==> src/rtl/cla_pkg.sv <==
// Shared types and geometry for the cache-line / memory-burst adaptor.
package cla_pkg;

   localparam int S_LINE      = 256;
   localparam int S_BURST     = 64;
   localparam int BEATS       = S_LINE / S_BURST;
   localparam int OFFSET_BITS = 5;

   typedef enum logic [1:0] {
      IDLE = 2'd0,
      RD   = 2'd1,
      WR   = 2'd2,
      DONE = 2'd3
   } cla_state_t;

   function automatic logic [31:0] line_align(input logic [31:0] addr);
      return {addr[31:OFFSET_BITS], {OFFSET_BITS{1'b0}}};
   endfunction

endpackage

==> src/rtl/cacheline_adaptor_if.sv <==
// Cache-side and memory-side signals of the line/burst adaptor in one bundle.
interface cacheline_adaptor_if;
   import cla_pkg::*;

   logic [S_LINE-1:0]  line_i;
   logic [S_LINE-1:0]  line_o;
   logic [31:0]        address_i;
   logic               read_i;
   logic               write_i;
   logic               resp_o;
   logic [S_BURST-1:0] burst_i;
   logic [S_BURST-1:0] burst_o;
   logic [31:0]        address_o;
   logic               read_o;
   logic               write_o;
   logic               resp_i;

   modport slave (
      input  line_i, address_i, read_i, write_i, burst_i, resp_i,
      output line_o, resp_o, burst_o, address_o, read_o, write_o
   );

   modport master (
      output line_i, address_i, read_i, write_i, burst_i, resp_i,
      input  line_o, resp_o, burst_o, address_o, read_o, write_o
   );

endinterface

==> src/rtl/cacheline_adaptor.sv <==
// Collects four 64-bit memory beats into a 256-bit fill line and splits a writeback line into four beats.
// Build option CLA_EARLY_RESP_EN: drop DONE and signal completion combinationally on the last beat.
module cacheline_adaptor
   import cla_pkg::*;
(
   input logic          clk,
   input logic          rst,
   cacheline_adaptor_if.slave bus
);

   localparam int SH = $clog2(S_BURST);

   cla_state_t         state_q, state_d;
   logic [1:0]         cnt_q, cnt_d;
   logic [31:0]        addr_q, addr_d;
   logic [S_LINE-1:0]  wline_q, wline_d;
   logic [S_LINE-1:0]  line_q, line_d;
   logic [S_BURST-1:0] burst_q, burst_d;
   logic               rd_q, rd_d;
   logic               wr_q, wr_d;
   logic               beat;
   logic               last_beat;
`ifndef CLA_EARLY_RESP_EN
   logic               resp_q, resp_d;
`endif

   assign beat      = bus.resp_i && (state_q == RD || state_q == WR);
   assign last_beat = beat && (cnt_q == 2'(BEATS - 1));

   // State register
   always_ff @(posedge clk) begin
      if (rst) begin
         state_q <= IDLE;
      end else begin
         state_q <= state_d;
      end
   end

   // Next-state logic; a pending writeback wins over a fill
   always_comb begin
      state_d = state_q;
      case (state_q)
         IDLE: begin
            if (bus.write_i)     state_d = WR;
            else if (bus.read_i) state_d = RD;
         end
         RD, WR: begin
`ifdef CLA_EARLY_RESP_EN
            if (last_beat) state_d = IDLE;
`else
            if (last_beat) state_d = DONE;
`endif
         end
         DONE:    state_d = IDLE;
         default: state_d = IDLE;
      endcase
   end

   // Request latching, beat counting and fill capture
   always_comb begin
      cnt_d   = cnt_q;
      addr_d  = addr_q;
      wline_d = wline_q;
      line_d  = line_q;
      if (state_q == IDLE) begin
         if (bus.write_i) begin
            wline_d = bus.line_i;
            addr_d  = line_align(bus.address_i);
         end else if (bus.read_i) begin
            addr_d  = line_align(bus.address_i);
         end
      end
      if (beat) begin
         // 2-bit counter wraps to zero exactly on the closing beat
         cnt_d = cnt_q + 2'd1;
         if (state_q == RD) begin
            line_d[{cnt_q, {SH{1'b0}}} +: S_BURST] = bus.burst_i;
         end
      end
   end

   // Output logic: registered outputs are decoded from the upcoming state
   always_comb begin
      rd_d    = (state_d == RD);
      wr_d    = (state_d == WR);
      burst_d = wr_d ? wline_d[{cnt_d, {SH{1'b0}}} +: S_BURST] : '0;
`ifndef CLA_EARLY_RESP_EN
      resp_d  = (state_d == DONE);
`endif
   end

   always_ff @(posedge clk) begin
      if (rst) begin
         cnt_q   <= '0;
         addr_q  <= '0;
         line_q  <= '0;
         burst_q <= '0;
         rd_q    <= 1'b0;
         wr_q    <= 1'b0;
`ifndef CLA_EARLY_RESP_EN
         resp_q  <= 1'b0;
`endif
      end else begin
         cnt_q   <= cnt_d;
         addr_q  <= addr_d;
         line_q  <= line_d;
         burst_q <= burst_d;
         rd_q    <= rd_d;
         wr_q    <= wr_d;
`ifndef CLA_EARLY_RESP_EN
         resp_q  <= resp_d;
`endif
      end
   end

   // The writeback line is pure payload; it is always reloaded before use
   always_ff @(posedge clk) begin
      wline_q <= wline_d;
   end

   assign bus.read_o    = rd_q;
   assign bus.write_o   = wr_q;
   assign bus.address_o = addr_q;
   assign bus.burst_o   = burst_q;
`ifdef CLA_EARLY_RESP_EN
   assign bus.resp_o = last_beat;
   assign bus.line_o = (last_beat && state_q == RD)
                     ? {bus.burst_i, line_q[S_LINE-S_BURST-1:0]} : line_q;
`else
   assign bus.resp_o = resp_q;
   assign bus.line_o = line_q;
`endif

endmodule

==> src/flat_wrapper.sv <==
// flat-port wrapper written by rule: the top's interface ports become plain ports
module cacheline_adaptor_flat import cla_pkg::*;
  (clk, rst, bus_line_i, bus_address_i, bus_read_i, bus_write_i, bus_burst_i, bus_resp_i, bus_line_o, bus_resp_o, bus_burst_o, bus_address_o, bus_read_o, bus_write_o);
  cacheline_adaptor_if bus_i ();
  input logic clk;
  input logic rst;
  input wire logic [$bits(bus_i.line_i)-1:0] bus_line_i;
  input wire logic [$bits(bus_i.address_i)-1:0] bus_address_i;
  input wire logic [$bits(bus_i.read_i)-1:0] bus_read_i;
  input wire logic [$bits(bus_i.write_i)-1:0] bus_write_i;
  input wire logic [$bits(bus_i.burst_i)-1:0] bus_burst_i;
  input wire logic [$bits(bus_i.resp_i)-1:0] bus_resp_i;
  output wire logic [$bits(bus_i.line_o)-1:0] bus_line_o;
  output wire logic [$bits(bus_i.resp_o)-1:0] bus_resp_o;
  output wire logic [$bits(bus_i.burst_o)-1:0] bus_burst_o;
  output wire logic [$bits(bus_i.address_o)-1:0] bus_address_o;
  output wire logic [$bits(bus_i.read_o)-1:0] bus_read_o;
  output wire logic [$bits(bus_i.write_o)-1:0] bus_write_o;
  assign bus_i.line_i = bus_line_i;
  assign bus_i.address_i = bus_address_i;
  assign bus_i.read_i = bus_read_i;
  assign bus_i.write_i = bus_write_i;
  assign bus_i.burst_i = bus_burst_i;
  assign bus_i.resp_i = bus_resp_i;
  assign bus_line_o = bus_i.line_o;
  assign bus_resp_o = bus_i.resp_o;
  assign bus_burst_o = bus_i.burst_o;
  assign bus_address_o = bus_i.address_o;
  assign bus_read_o = bus_i.read_o;
  assign bus_write_o = bus_i.write_o;
  cacheline_adaptor u_core (.clk(clk), .rst(rst), .bus(bus_i));
endmodule
==> config.mk <==
export PLATFORM = sky130hd
export DESIGN_NAME = cacheline_adaptor_flat
export DESIGN_NICKNAME = d
export VERILOG_FILES = /design/src/rtl/cla_pkg.sv /design/src/rtl/cacheline_adaptor_if.sv /design/src/rtl/cacheline_adaptor.sv /design/src/flat_wrapper.sv
export SDC_FILE = /design/constraint.sdc
export NUM_CORES = 1
export LEC_CHECK = 0
export BUFFER_PORTS_ARGS = -buffer_cell sky130_fd_sc_hd__buf_4
export CAP_MARGIN = 15
export CELL_PAD_IN_SITES_DETAIL_PLACEMENT = 0
export CELL_PAD_IN_SITES_GLOBAL_PLACEMENT = 1
export CORE_ASPECT_RATIO = 0.7
export CORE_MARGIN = 2
export CORE_UTILIZATION = 35
export DETAILED_ROUTE_END_ITERATION = 10
export PLACE_DENSITY = 0.79
export SLEW_MARGIN = 20
export SYNTH_ARGS = -nofsm -noshare
export SYNTH_HDL_FRONTEND = slang
export SYNTH_SLANG_ARGS = --single-unit
==> constraint.sdc <==
create_clock -name clk -period 2.15 [get_ports clk]
set_input_delay 0.1075 -clock clk [delete_from_list [all_inputs] [get_ports clk]]
set_output_delay 0.1075 -clock clk [all_outputs]
set_load 0.01 [all_outputs]
**After elaboration in Yosys (flattened, before gate mapping)**

Cells that the tools add are included.

- Add/sub/neg operators: 2
- Equality and inequality tests: 7
- Shift operators: 3
- Multiplexer cells: 10
- Bitwise logic cells: 1
- Reductions and logical operators: 9

Operator list:

| kind | number |
|---|---|
| $mux 256 | 2 |
| $bwmux 256 | 1 |
| $shift 64x10->256 const A | 1 |
| $shiftx 256x9->64 | 1 |
| $shiftx 64x10->256 | 1 |
| $mux 32 | 2 |
| $eq 2x2->1 const B | 5 |
| $neg 8->10 | 1 |
| $mux 2 | 4 |
| $pmux 2 s3 | 1 |
| $eq 2x1->1 const B | 2 |
| $reduce_and 2->1 | 2 |
| $reduce_or 2->1 | 2 |
| $add 2x1->2 const B | 1 |
| $logic_and 1x1->1 | 2 |
| $logic_not 2->1 | 1 |
| $reduce_bool 2->1 | 1 |
| $logic_or 1x1->1 | 1 |
| $not 1->1 | 1 |

- Register bits: 615
- Bits of input ports: 357
- Output and inout port bits: 355
- Logic and storage cells: 41

**Depth between registers and ports, before layout**

Gate-level depths: netlist (run 1).

- Word-level depth: 9
- Depth in mapped cells: 10
- Depth with buffers taken out: 6

**Least setup slack after synthesis (run 1)**

OpenSTA, ideal clock, no wires.

- Path kind: reg2reg
- Start point: register u_core.state_q[0]
- End point: register u_core.burst_q[0], in the netlist u_core.bus.burst_o[0]
- Setup time: 0.117 ns
- Arrival time: 1.970 ns
- Data required time: 2.033 ns
- Path slack: 0.063 ns
- Cell stages (with the launch flop): 9
- Path buffers: 2
- Clock period less this slack: 2.087 ns
- Cell sequence: dfxtp_1 inv_1 ha_1 nand2_2 mux2_4 buf_6 buf_2 mux4_2 a22o_1

- Longest elaborated chain between the ends: 9
- Elaborated cells on any way between the ends: 18
- Those cells by class: eq/ne: 4; shift: 1; mux: 6; bitwise: 1; reduce/logical: 6

Ends and longest elaborated chain:

| element | RTL line | text |
|---|---|---|
| from (decl) | cacheline_adaptor.sv:13 | `cla_state_t state_q, state_d;` |
| from (signal assigned) | cacheline_adaptor.sv:35 | `state_q <= state_d;` |
| parallel branches: the longest is 9 deep, another holds $shiftx 256x9->64 | n/a |  |
| to (signal assigned) | cacheline_adaptor.sv:107 | `burst_q <= burst_d;` |
| to (decl) | cacheline_adaptor.sv:18 | `logic [S_BURST-1:0] burst_q, burst_d;` |

Several ways; the timed one is not identified.
A chain may end at the register's enable or synchronous reset.

**Final worst setup path (run 1)**

- Start point: register u_core.state_q[1]
- End point: register u_core.burst_q[35], in the netlist u_core.bus.burst_o[35]

- Elaborated cells on any way between the ends: 18
- Those cells by class: eq/ne: 4; shift: 1; mux: 6; bitwise: 1; reduce/logical: 6

RTL lines:

| element | RTL line | text |
|---|---|---|
| $logic_not 2->1 | cacheline_adaptor.sv:65 | `if (state_q == IDLE) begin` |
| $mux 256 | cacheline_adaptor.sv:65 |  |
| net u_core.wline_d[163] | cacheline_adaptor.sv:16 | `logic [S_LINE-1:0] wline_q, wline_d;` |
| $shiftx 256x9->64 | cacheline_adaptor.sv:86 | `burst_d = wr_d ? wline_d[{cnt_d, {SH{1'b0}}} +: S_BURST] : '0;` |

The timed path passes the listed nets, and every way through them passes these cells.

==> impl_metrics.tcl, run 1 <==
set metrics [dict create \
    result_of_the_run "finished clean" \
    fin_crit_ns 2.118 \
    instances_no_fill 4343 \
    setup_viol_count_final 0 \
    ioPinCount 712 \
    hold_viol 0 \
    grt_setup_unrepaired "true" \
    max_slew.worst_pin.slew_ns 0.8785 \
    leakage_power_figure_nw 15.54 \
    synth.yosys.seq_area_share_pct 52.38 \
    slew_violations 0 \
    avgSynthCellArea_sq_um 9.950 \
    max-cap-violations 0 \
    floorplan.die.width_microns 312.5 \
    multi_input_comb_area_sq_um 10190 \
    final_common_cell "sky130_fd_sc_hd__buf_4" \
    place_area_sq_um 30020 \
    rows 79 \
    gr-usage-met1_pct 30.44 \
    place.port_buffers 701 \
    clk_pin_slew_ns 0.07 \
    ys_seq_elements 610 \
    grt_use_met2_pct 40.52 \
    ys_warn_count 0 \
    irDropWorstVdd_uv 683.5 \
    clock_path_buffers 3 \
    replace_congestion 0.8851 \
    grt_util_met3_pct 5.129 \
    detail_route.wirelength_microns 90650 \
    synth_cells 2343 \
    first_global_vias 21637 \
    dpl.cell_count 3850 \
    syn-cell-area_sq_um 23310 \
    final_design_area_no_fill_sq_um 35990 \
    worstSkewPairLatency_ns 0.64 \
    global_route.peak_usage_layer "met2" \
    core_region_area_sq_um 66130 \
    clk_root_buf "sky130_fd_sc_hd__clkbuf_16" \
    final_core_util_pct 54.43 \
    area_growth_syn_to_layout_pct 54.38 \
    global_route_wire_length_before_repair_microns 130300 \
    critical_path.startpoint_type "register" \
    routedWlPerCell_microns 20.87 \
    gr-total-overflow 0 \
    hold_crit_class "input port to register" \
    cp_data_arrival_time_ns 2.63 \
    criticalPathCategory "register to register" \
    leading_cell_types_in_the_layout_fill_and_taps_excluded "sky130_fd_sc_hd__buf_4 (769), sky130_fd_sc_hd__nand2_1 (630), sky130_fd_sc_hd__dfxtp_1 (607), sky130_fd_sc_hd__dlygate4sd3_1 (349), sky130_fd_sc_hd__a21oi_1 (220)" \
    worst-endpoint-required_ns 2.66 \
    end_kind "register" \
    area.sequential_sq_um 12220 \
    drt_iter0_drc 1867 \
    via_to_cell_ratio 5.044 \
    numCtsBuffers 58 \
    via_count 21905 \
    share_of_the_clock_period_used_by_the_worst_path_pct 98.52 \
    pin_count_of_the_biggest_net_entering_global_routing 153 \
    yosys.cell_types.count 36 \
    max-slew-margin-rel_pct 41.43 \
    ctsHtreeMaxLevel 2 \
    aggregate_global_route_resource_usage_pct 24.50 \
    drt_pre_antenna_iters 7 \
    power_density_nw_per_um2 913.2 \
    detailedPlacementHpwl_microns 60800 \
    final.setup_skew_ns 0.03124 \
    cts_tree "yes" \
    layout-drive-gt1-share_pct 34.89 \
    drtAntennaViolNets 0 \
    max_freq_mhz 472.1 \
    final_nets 3754 \
    die_footprint_sq_um 68720 \
    initial_core_util_pct 35.26 \
    drc 0 \
    antenna_found_initial 12 \
    numClockSinks 610 \
    die_y_microns 219.9 \
    regToRegSetupSlack_ns 0.03 \
    critical_path_peak_fanout 27 \
    fill_cells 5619 \
]
layout make-up:
class | instances | area share, %
Antenna cell | 13 | 0.09039
Tap cell | 891 | 3.098
Multi-Input combinational cell | 1540 | 28.33
Clock inverter | 18 | 0.8587
Inverter | 6 | 0.06258
Sequential cell | 610 | 33.95
Timing Repair Buffer | 1173 | 28.81
Clock buffer | 92 | 4.808
cell families (layout without fill, tap and decap cells):
logic type / count (synthesis) / after routing / share of synthesized area, %
buf+inv: 198 / 1289 / 4.535
simple gates: 914 / 914 / 16.13
xor+xnor: 2 / 2 / 0.07515
mux: 257 / 258 / 17.03
other cells: 1 / 18 / 0.01609
flops: 610 / 610 / 52.38
compound gates: 353 / 353 / 9.403
fa+ha+maj: 8 / 8 / 0.4294
state kept, by name, summed over array words and instances (netlist names):
register / count
u_core.bus.line_o: 256
u_core.wline_q: 256
u_core.bus.burst_o: 64
u_core.bus.address_o: 27
u_core.cnt_q: 2
u_core.state_q: 2
u_core.bus.read_o: 1
u_core.bus.resp_o: 1
u_core.bus.write_o: 1
final timing paths:
check,start,end,depth (start not counted)
min,bus_resp_i,u_core.cnt_q[0],5
max reg2reg,u_core.state_q[1],u_core.bus.burst_o[35],8
max,u_core.state_q[1],u_core.bus.burst_o[35],8
min reg2reg,u_core.wline_q[117],u_core.wline_q[117],2
synth_stat cells, drive strengths merged:
cell type / n / share of area (%)
nand2: 635 / 10
dfxtp: 610 / 52
a21oi: 220 / 4.7
mux2: 193 / 11
nand3: 192 / 4.1
buf: 107 / 3.1
clkbuf: 85 / 1.4
nor2: 68 / 1.1
a22o: 64 / 2.4
a22oi: 64 / 2.1
mux4: 64 / 6.2
ha: 8 / 0.43
inv: 6 / 0.097
and2: 4 / 0.11
nor2b: 3 / 0.081
nor3b: 3 / 0.097
nor4: 3 / 0.24
nand2b: 2 / 0.054
xnor2: 2 / 0.075
a211o: 1 / 0.038
and3: 1 / 0.027
conb: 1 / 0.016
nand4: 1 / 0.027
nor3: 1 / 0.021
o211ai: 1 / 0.054
o21a: 1 / 0.032
o21ai: 1 / 0.021
o32ai: 1 / 0.070
or2: 1 / 0.027
what timing repair did:
item	CTS	global route
resized for setup	13	19
cloned	2	5
setup buffers	0	14
setup endpoints to repair	11	218
endpoints found under the hold margin	607	0
pin swaps	1	6
hold buffers	349	0
critical path, stage by stage, from the launching register on:
cell,delay (ns)
sky130_fd_sc_hd__dfxtp_2,0.32
sky130_fd_sc_hd__inv_2,0.07
sky130_fd_sc_hd__ha_4,0.13
sky130_fd_sc_hd__and2_4,0.22
sky130_fd_sc_hd__buf_12,0.19
sky130_fd_sc_hd__buf_16,0.22
sky130_fd_sc_hd__mux2_4,0.33
sky130_fd_sc_hd__mux2_2,0.26
sky130_fd_sc_hd__a22o_1,0.20
per-layer routing:
| metal | wire length [microns] | vias to the layer above |
|---|---|---|
| met2 | 43520 | 958 |
| met5 | 27 | - |
| met1 | 36260 | 10557 |
| li1 | - | 10130 |
| met4 | 4627 | 4 |
| met3 | 6209 | 256 |
power by group:
group | total [mW] | switching, mW | internal, mW
Sequential | 13.8 | 0.721 | 13.1
Clock | 11.0 | 4.70 | 6.29
Combinational | 8.09 | 3.65 | 4.44
Total | 32.9 | 9.06 | 23.8
through the flow:
step,setup WS [ns],hold slack (ns),TNS [ns],power (mW)
floorplan,0.06284,0.2065,0,18.35
global placement,-0.003412,0.3005,-0.003412,20.82
detailed placement,-0.004773,0.3052,-0.004773,21.08
CTS,0.001404,0.02270,0,32.67
global route,-0.02722,0.05940,-0.1401,34.15
finish,0.03192,0.04643,0,32.87
Note: power is estimated with default switching activity, not from simulation.
==> run 2: changes to the inputs <==
--- a/config.mk
+++ b/config.mk
@@ -14,6 +14,7 @@
 export CORE_UTILIZATION = 35
 export DETAILED_ROUTE_END_ITERATION = 10
 export PLACE_DENSITY = 0.79
+export SETUP_SLACK_MARGIN = 0.05
 export SLEW_MARGIN = 20
 export SYNTH_ARGS = -nofsm -noshare
 export SYNTH_HDL_FRONTEND = slang
==> run 2 against run 1 <==
Worst setup slack worse by 0.011 ns. Global-route usage is 0.14 points higher. First-iteration DRC count is 12% higher. Utilization is 0.80 points higher. Fmax is 0.54% lower. Die area stayed put. Largest cell class unchanged. Clock-buffer cell count stayed put. Sequential power hardly changed. Highest routed layer unchanged.
==> impl_metrics.tcl, run 2 (synthesis results as in run 1) <==
set metrics [dict create \
    worstSkewPairLatency_ns 0.64 \
    clk_pin_slew_ns 0.07 \
    drtAntennaViolNets 0 \
    ctsHtreeMaxLevel 2 \
    worst-endpoint-required_ns 2.69 \
    hold_viol 0 \
    criticalPathCategory "register to register" \
    max_freq_mhz 469.6 \
    detailedPlacementHpwl_microns 60800 \
    cts_tree "yes" \
    hold_crit_class "input port to register" \
    core_region_area_sq_um 66130 \
    drt_pre_antenna_iters 6 \
    drt_iter0_drc 2100 \
    cp.depth 8 \
    dpl.cell_count 3850 \
    area_growth_syn_to_layout_pct 56.64 \
    share_of_the_clock_period_used_by_the_worst_path_pct 99.05 \
    crit-reg2reg-capture "u_core.bus.burst_o[15]" \
    place_ws_ns -0.004773 \
    floorplan.die.width_microns 312.5 \
    final_design_area_no_fill_sq_um 36520 \
    clock_path_buffers 3 \
    r2r_start "u_core.state_q[1]" \
    drc 0 \
    power_density_nw_per_um2 912.1 \
    final_common_cell "sky130_fd_sc_hd__buf_4" \
    final_nets 3773 \
    global_route_wire_length_before_repair_microns 131000 \
    result_of_the_run "finished clean" \
    die_footprint_sq_um 68720 \
    fin_crit_ns 2.130 \
    crit_family "multiplexers" \
    ioPinCount 712 \
    die_y_microns 219.9 \
    place.port_buffers 701 \
    worst_path_max_delay_cell "sky130_fd_sc_hd__mux2_2" \
    numClockSinks 610 \
    slew_violations 0 \
    detail_route.wirelength_microns 93780 \
    antenna_found_initial 14 \
    routedWlPerCell_microns 21.49 \
    critical_path.endpoint "u_core.bus.burst_o[15]" \
    max-slew-margin-rel_pct 41.38 \
    leading_cell_types_in_the_layout_fill_and_taps_excluded "sky130_fd_sc_hd__buf_4 (757), sky130_fd_sc_hd__nand2_1 (630), sky130_fd_sc_hd__dfxtp_1 (606), sky130_fd_sc_hd__dlygate4sd3_1 (349), sky130_fd_sc_hd__a21oi_1 (220)" \
    critical_path.startpoint_type "register" \
    via_to_cell_ratio 5.085 \
    aggregate_global_route_resource_usage_pct 24.64 \
    max_slew.worst_pin.slew_ns 0.8792 \
    grt_setup_unrepaired "true" \
    leakage_power_figure_nw 15.80 \
    layout-drive-gt1-share_pct 35.37 \
    regToRegSetupSlack_ns 0.02 \
    path_buf_inv 3 \
    gr-total-overflow 0 \
    rows 79 \
    cp_slowest_stage_delay_ns 0.37 \
    numCtsBuffers 58 \
    first_global_vias 21695 \
    cp_data_arrival_time_ns 2.67 \
    max-cap-violations 0 \
    place_area_sq_um 30020 \
    irDropWorstVdd_uv 692.6 \
    replace_congestion 0.8851 \
    setup_viol_count_final 0 \
    final.setup_skew_ns 0.03096 \
    crit_path_start "u_core.state_q[1]" \
    fin_ws_ns 0.02043 \
    timing.reg2reg.worst_path_depth 8 \
    critical_path.cell_chain "inv_2 > ha_4 > and2_4 > buf_12 > buf_12 > mux2_2 > mux2_2 > a22o_1" \
    initial_core_util_pct 35.26 \
    end_kind "register" \
    instances_no_fill 4363 \
    clk_root_buf "sky130_fd_sc_hd__clkbuf_16" \
    critical_path_peak_fanout 21 \
    pin_count_of_the_biggest_net_entering_global_routing 153 \
    via_count 22186 \
]
run 2: area by class of cell:
type                       count  area (sq um)
antenna                       14         35.03
clock buffer                  92          1730
clock inverter                18         309.0
fill                        5544         29610
inverter                       6         22.52
multi-input combinational   1540         10260
sequential                   610         12220
tap                          891          1115
timing repair buffer        1192         10830
run 2: worst min path at each step:
stage | depth (start not counted) | from | slack [ns] | end
CTS | 4 | bus_write_i | 0.02 | u_core.wline_q[117]
floorplan | 2 | bus_line_i[100] | 0.21 | u_core.wline_q[100]
global route | 5 | bus_resp_i | 0.06 | u_core.cnt_q[0]
finish | 5 | bus_resp_i | 0.04 | u_core.cnt_q[0]
detailed placement | 3 | bus_line_i[198] | 0.31 | u_core.wline_q[198]
global placement | 3 | bus_line_i[105] | 0.30 | u_core.wline_q[105]
run 2: power by group:
| group | total, mW | leakage [nW] | switching, mW | internal (mW) |
|---|---|---|---|---|
| clock network | 11.0 | 0.986 | 4.71 | 6.29 |
| registers | 13.8 | 5.02 | 0.735 | 13.1 |
| logic | 8.50 | 9.79 | 3.80 | 4.71 |
| total | 33.3 | 15.8 | 9.24 | 24.1 |
run 2: what timing repair did:
action	CTS	global route
gates cloned	3	17
pin swaps	1	16
gates resized for setup	21	60
buffers inserted	9	12
endpoints found under the setup margin	93	263
hold buffers	349	0
hold endpoints to repair	607	0
run 2: tightest hold or removal path: stages:
cell	delay, ns
sky130_fd_sc_hd__buf_4	0.14
sky130_fd_sc_hd__nand2_8	0.11
sky130_fd_sc_hd__buf_6	0.12
sky130_fd_sc_hd__xnor2_2	0.08
sky130_fd_sc_hd__nor2_1	0.08
run 2: layer usage:
layer	part of all wire, %	track usage, %
met5	0.042	0
met3	7.3	5.308
met1	41	30.85
met2	47	40.38
met4	5.0	12.16
run 2: through the flow:
step | utilization [%] | setup TNS, ns | hold slack [ns] | power (mW)
2_1_floorplan | - | 0 | 0.2065 | 18.35
3_3_place_gp | 45.40 | -0.003412 | 0.3005 | 20.82
3_5_place_dp | 45.40 | -0.004773 | 0.3052 | 21.08
4_1_cts | 54.12 | 0 | 0.02270 | 32.77
5_1_grt | 55.22 | -0.07161 | 0.05501 | 34.56
6_report | 55.23 | 0 | 0.03910 | 33.31
==> run 3: changes to the inputs <==
--- a/config.mk
+++ b/config.mk
@@ -5,13 +5,14 @@
 export SDC_FILE = /design/constraint.sdc
 export NUM_CORES = 1
 export LEC_CHECK = 0
+export ABC_AREA = 1
 export BUFFER_PORTS_ARGS = -buffer_cell sky130_fd_sc_hd__buf_4
 export CAP_MARGIN = 15
 export CELL_PAD_IN_SITES_DETAIL_PLACEMENT = 0
 export CELL_PAD_IN_SITES_GLOBAL_PLACEMENT = 1
 export CORE_ASPECT_RATIO = 0.7
 export CORE_MARGIN = 2
-export CORE_UTILIZATION = 35
+export CORE_UTILIZATION = 33
 export DETAILED_ROUTE_END_ITERATION = 10
 export PLACE_DENSITY = 0.79
 export SETUP_SLACK_MARGIN = 0.05
==> run 3 against run 2 <==
The flow now finishes with violations (DRC). Die area grew 21%. Routed wire length grew 9.0%. Worst setup slack gained 0.15 ns. Fmax up 7.4%. Utilization fell by 6.6 points. Critical path type unchanged. Sequential cell count unchanged. Register-to-register slack improved by 0.15 ns. Critical path depth up 1. Largest power group unchanged. Largest cell class unchanged. Non-clock buffer count fell by 40.
==> impl_metrics.tcl, run 3 <==
set metrics [dict create \
    result_of_the_run "finished with violations" \
    failed_checks "DRC" \
    r2r_start "u_core.state_q[0]" \
    max_slew.worst_pin.slew_ns 0.9465 \
    antenna_found_initial 4 \
    cts_tree "yes" \
    crit-reg2reg-capture "u_core.bus.address_o[20]" \
    crit_family "buffers and inverters" \
    avgSynthCellArea_sq_um 6.683 \
    synth-edff-count 0 \
    clk_root_buf "sky130_fd_sc_hd__clkbuf_16" \
    grt_setup_unrepaired "false" \
    hold_crit_class "input port to register" \
    ioPinCount 712 \
    first_global_vias 26513 \
    numCtsBuffers 61 \
    criticalPathCategory "register to register" \
    drtAntennaViolNets 0 \
    detail_route.wirelength_microns 102200 \
    aggregate_global_route_resource_usage_pct 23.22 \
    worst_path_max_delay_cell "sky130_fd_sc_hd__dfxtp_1" \
    min_path_cells 4 \
    power_density_nw_per_um2 809.1 \
    via_to_cell_ratio 4.546 \
    yosys.area.top_type_share_pct 45.69 \
    pin_count_of_the_biggest_net_entering_global_routing 144 \
    gr-total-overflow 0 \
    whs_endpoint "u_core.bus.address_o[5]" \
    fin_ws_ns 0.1679 \
    synth_cells 3999 \
    dominantRegCellSynth "sky130_fd_sc_hd__dfxtp_1" \
    max-cap-violations 0 \
    share_of_async_settable_or_async_resettable_flops_after_synthesis_pct 0 \
    numClockSinks 610 \
    routedWlPerCell_microns 16.86 \
    floorplan.die.width_microns 344.1 \
    yosys.cell_types.count 24 \
    path_buf_inv 4 \
    worstSkewPairLatency_ns 0.65 \
    place.port_buffers 701 \
    leading_cell_types_in_the_layout_fill_and_taps_excluded "sky130_fd_sc_hd__nand2_1 (1091), sky130_fd_sc_hd__inv_1 (841), sky130_fd_sc_hd__buf_4 (746), sky130_fd_sc_hd__dfxtp_1 (609), sky130_fd_sc_hd__nand3_1 (465)" \
    synth.yosys.seq_area_share_pct 45.69 \
    timing.reg2reg.worst_path_depth 9 \
    slew_violations 0 \
    initial_core_util_pct 33.27 \
    worstHoldStart "bus_address_i[5]" \
    end_kind "register" \
    drc 2 \
    setup_viol_count_final 0 \
    drt_pre_antenna_iters 8 \
    area_growth_syn_to_layout_pct 46.05 \
    core_region_area_sq_um 80330 \
    switching_power_mw 9.633 \
    syn-cell-area_sq_um 26730 \
    leakage_power_figure_nw 20.79 \
    final_nets 5307 \
    share_of_the_clock_period_used_by_the_worst_path_pct 92.19 \
    die_y_microns 242.1 \
    layout-drive-gt1-share_pct 18.57 \
    final_core_util_pct 48.59 \
    clock_power_share_pct 35.4 \
    worst-endpoint-required_ns 2.72 \
    synth_commonest_cells "sky130_fd_sc_hd__nand2_1 (1093), sky130_fd_sc_hd__inv_1 (843), sky130_fd_sc_hd__dfxtp_1 (610), sky130_fd_sc_hd__nand3_1 (465), sky130_fd_sc_hd__nor2_1 (220)" \
    seq_power_share_pct 41.1 \
    power_frac_comb_pct 23.5 \
    cp_slowest_stage_delay_ns 0.35 \
    internal-power_mw 21.95 \
    final_common_cell "sky130_fd_sc_hd__nand2_1" \
    ctsHtreeMaxLevel 2 \
    critPathMostFrequentCell "sky130_fd_sc_hd__nor2_1" \
    clock_path_buffers 3 \
    drt_iter0_drc 1584 \
    synth_top_cells_by_area "sky130_fd_sc_hd__dfxtp_1 (46%), sky130_fd_sc_hd__nand2_1 (15%), sky130_fd_sc_hd__inv_1 (12%)" \
    critical_path_peak_fanout 54 \
    final.setup_skew_ns 0.02380 \
    via_count 27567 \
    ys_warn_count 0 \
    place_ws_ns 0.1235 \
    regToRegSetupSlack_ns 0.17 \
    yosysMostFrequentCell "sky130_fd_sc_hd__nand2_1" \
    synth_top_cell_by_area "sky130_fd_sc_hd__dfxtp_1" \
    hold_viol 0 \
    detailedPlacementHpwl_microns 66020 \
    clk_pin_slew_ns 0.07 \
    max_freq_mhz 504.5 \
    fin_crit_ns 1.982 \
    cp_data_arrival_time_ns 2.55 \
    die_footprint_sq_um 83320 \
    global_route_wire_length_before_repair_microns 153300 \
    power.switching_fraction_pct 30.50 \
    max-slew-margin-rel_pct 36.90 \
    rows 87 \
    irDropWorstVdd_uv 653.5 \
    critical_path.startpoint_type "register" \
    ys_seq_elements 610 \
    replace_congestion 0.8399 \
    critical_path.cell_chain "inv_1 > ha_4 > nand2_4 > buf_12 > nand2_1 > clkinv_1 > buf_4 > nor2_1 > nor2_1" \
]
## run 3: changes by cell type after synthesis, moves of 64 or more
cell,before,now
sky130_fd_sc_hd__mux4_2,64,0
sky130_fd_sc_hd__a22oi_1,64,0
sky130_fd_sc_hd__nand2_1,634,1093
sky130_fd_sc_hd__a22o_1,64,0
sky130_fd_sc_hd__o21ai_0,0,135
sky130_fd_sc_hd__inv_1,5,843
sky130_fd_sc_hd__mux2_4,95,0
sky130_fd_sc_hd__nand4_1,1,107
sky130_fd_sc_hd__nor2_1,68,220
sky130_fd_sc_hd__mux2_2,98,0
sky130_fd_sc_hd__nand3_1,192,465
## run 3: through the flow
step	hold WS, ns	instances	instance area (sq um)	power (mW)	TNS, ns
2_1_floorplan	0.2424	4003	26750	17.30	-0.5744
3_3_place_gp	0.3309	5585	33220	19.89	0
3_5_place_dp	0.3359	5585	33220	19.97	0
4_1_cts	0.1652	6050	38820	31.74	0
5_1_grt	0.2200	6063	39030	33.28	0
6_report	0.2279	6064	39030	31.58	0
## run 3: cell type report
class / instances / area (sq um)
Tap cell: 1068 / 1336
Sequential cell: 610 / 12220
Fill cell: 8032 / 41300
Timing Repair Buffer: 1152 / 10210
Multi-Input combinational cell: 2265 / 9990
Clock inverter: 29 / 327.8
Antenna cell: 5 / 12.51
Inverter: 852 / 3204
Clock buffer: 83 / 1740
## run 3: cell families after synthesis
kind of cell,count (synthesis),synth area share [%]
adder cells (fa/ha/maj),8,0.3745
AND/OR/NAND/NOR,1893,29.89
flip-flops,610,45.69
other,1,0.01403
buffers and inverters,1128,17.29
AO/OA/AOI/OAI,359,6.737
## run 3: power by group through the flow
stage	Clock (mW)	Sequential (mW)	Combinational, mW
after global routing	11.9	13.1	8.34
after global placement	0	13.2	6.70
final	11.2	13.0	7.43
after floorplan	0	13.3	4.03
after detailed placement	0	13.2	6.75
after CTS	11.4	13.0	7.33
## run 3: worst max path at each step
stage,from,to,slack (ns),cells past startpoint
after floorplan,u_core.cnt_q[0],u_core.bus.line_o[128],-0.006,11
after global placement,u_core.state_q[0],u_core.bus.burst_o[1],0.17,11
after detailed placement,u_core.state_q[0],u_core.bus.burst_o[1],0.12,11
after CTS,u_core.state_q[0],u_core.bus.burst_o[1],0.09,11
after global routing,u_core.state_q[0],u_core.bus.burst_o[33],0.05,11
final,u_core.state_q[0],u_core.bus.address_o[20],0.17,9
## run 3: tightest hold or removal path: stages
cell and delay [ns]:
sky130_fd_sc_hd__dlygate4sd3_1 0.53, sky130_fd_sc_hd__buf_4 0.10, sky130_fd_sc_hd__nor2_1 0.03, sky130_fd_sc_hd__nor2_1 0.08
## run 3: routing by layer
metal	vias to the layer above	track usage [%]	part of all wire (%)
li1	13942	-	-
met1	12521	30.04	44
met2	909	37.54	45
met3	195	5.273	7.4
met4	0	8.747	3.7
met5	-	0	0
## run 3: repair_timing
item,CTS,global route
hold buffers,353,0
resized for setup,0,8
endpoints found under the hold margin,604,0
setup endpoints to repair,0,64
setup buffers,0,5
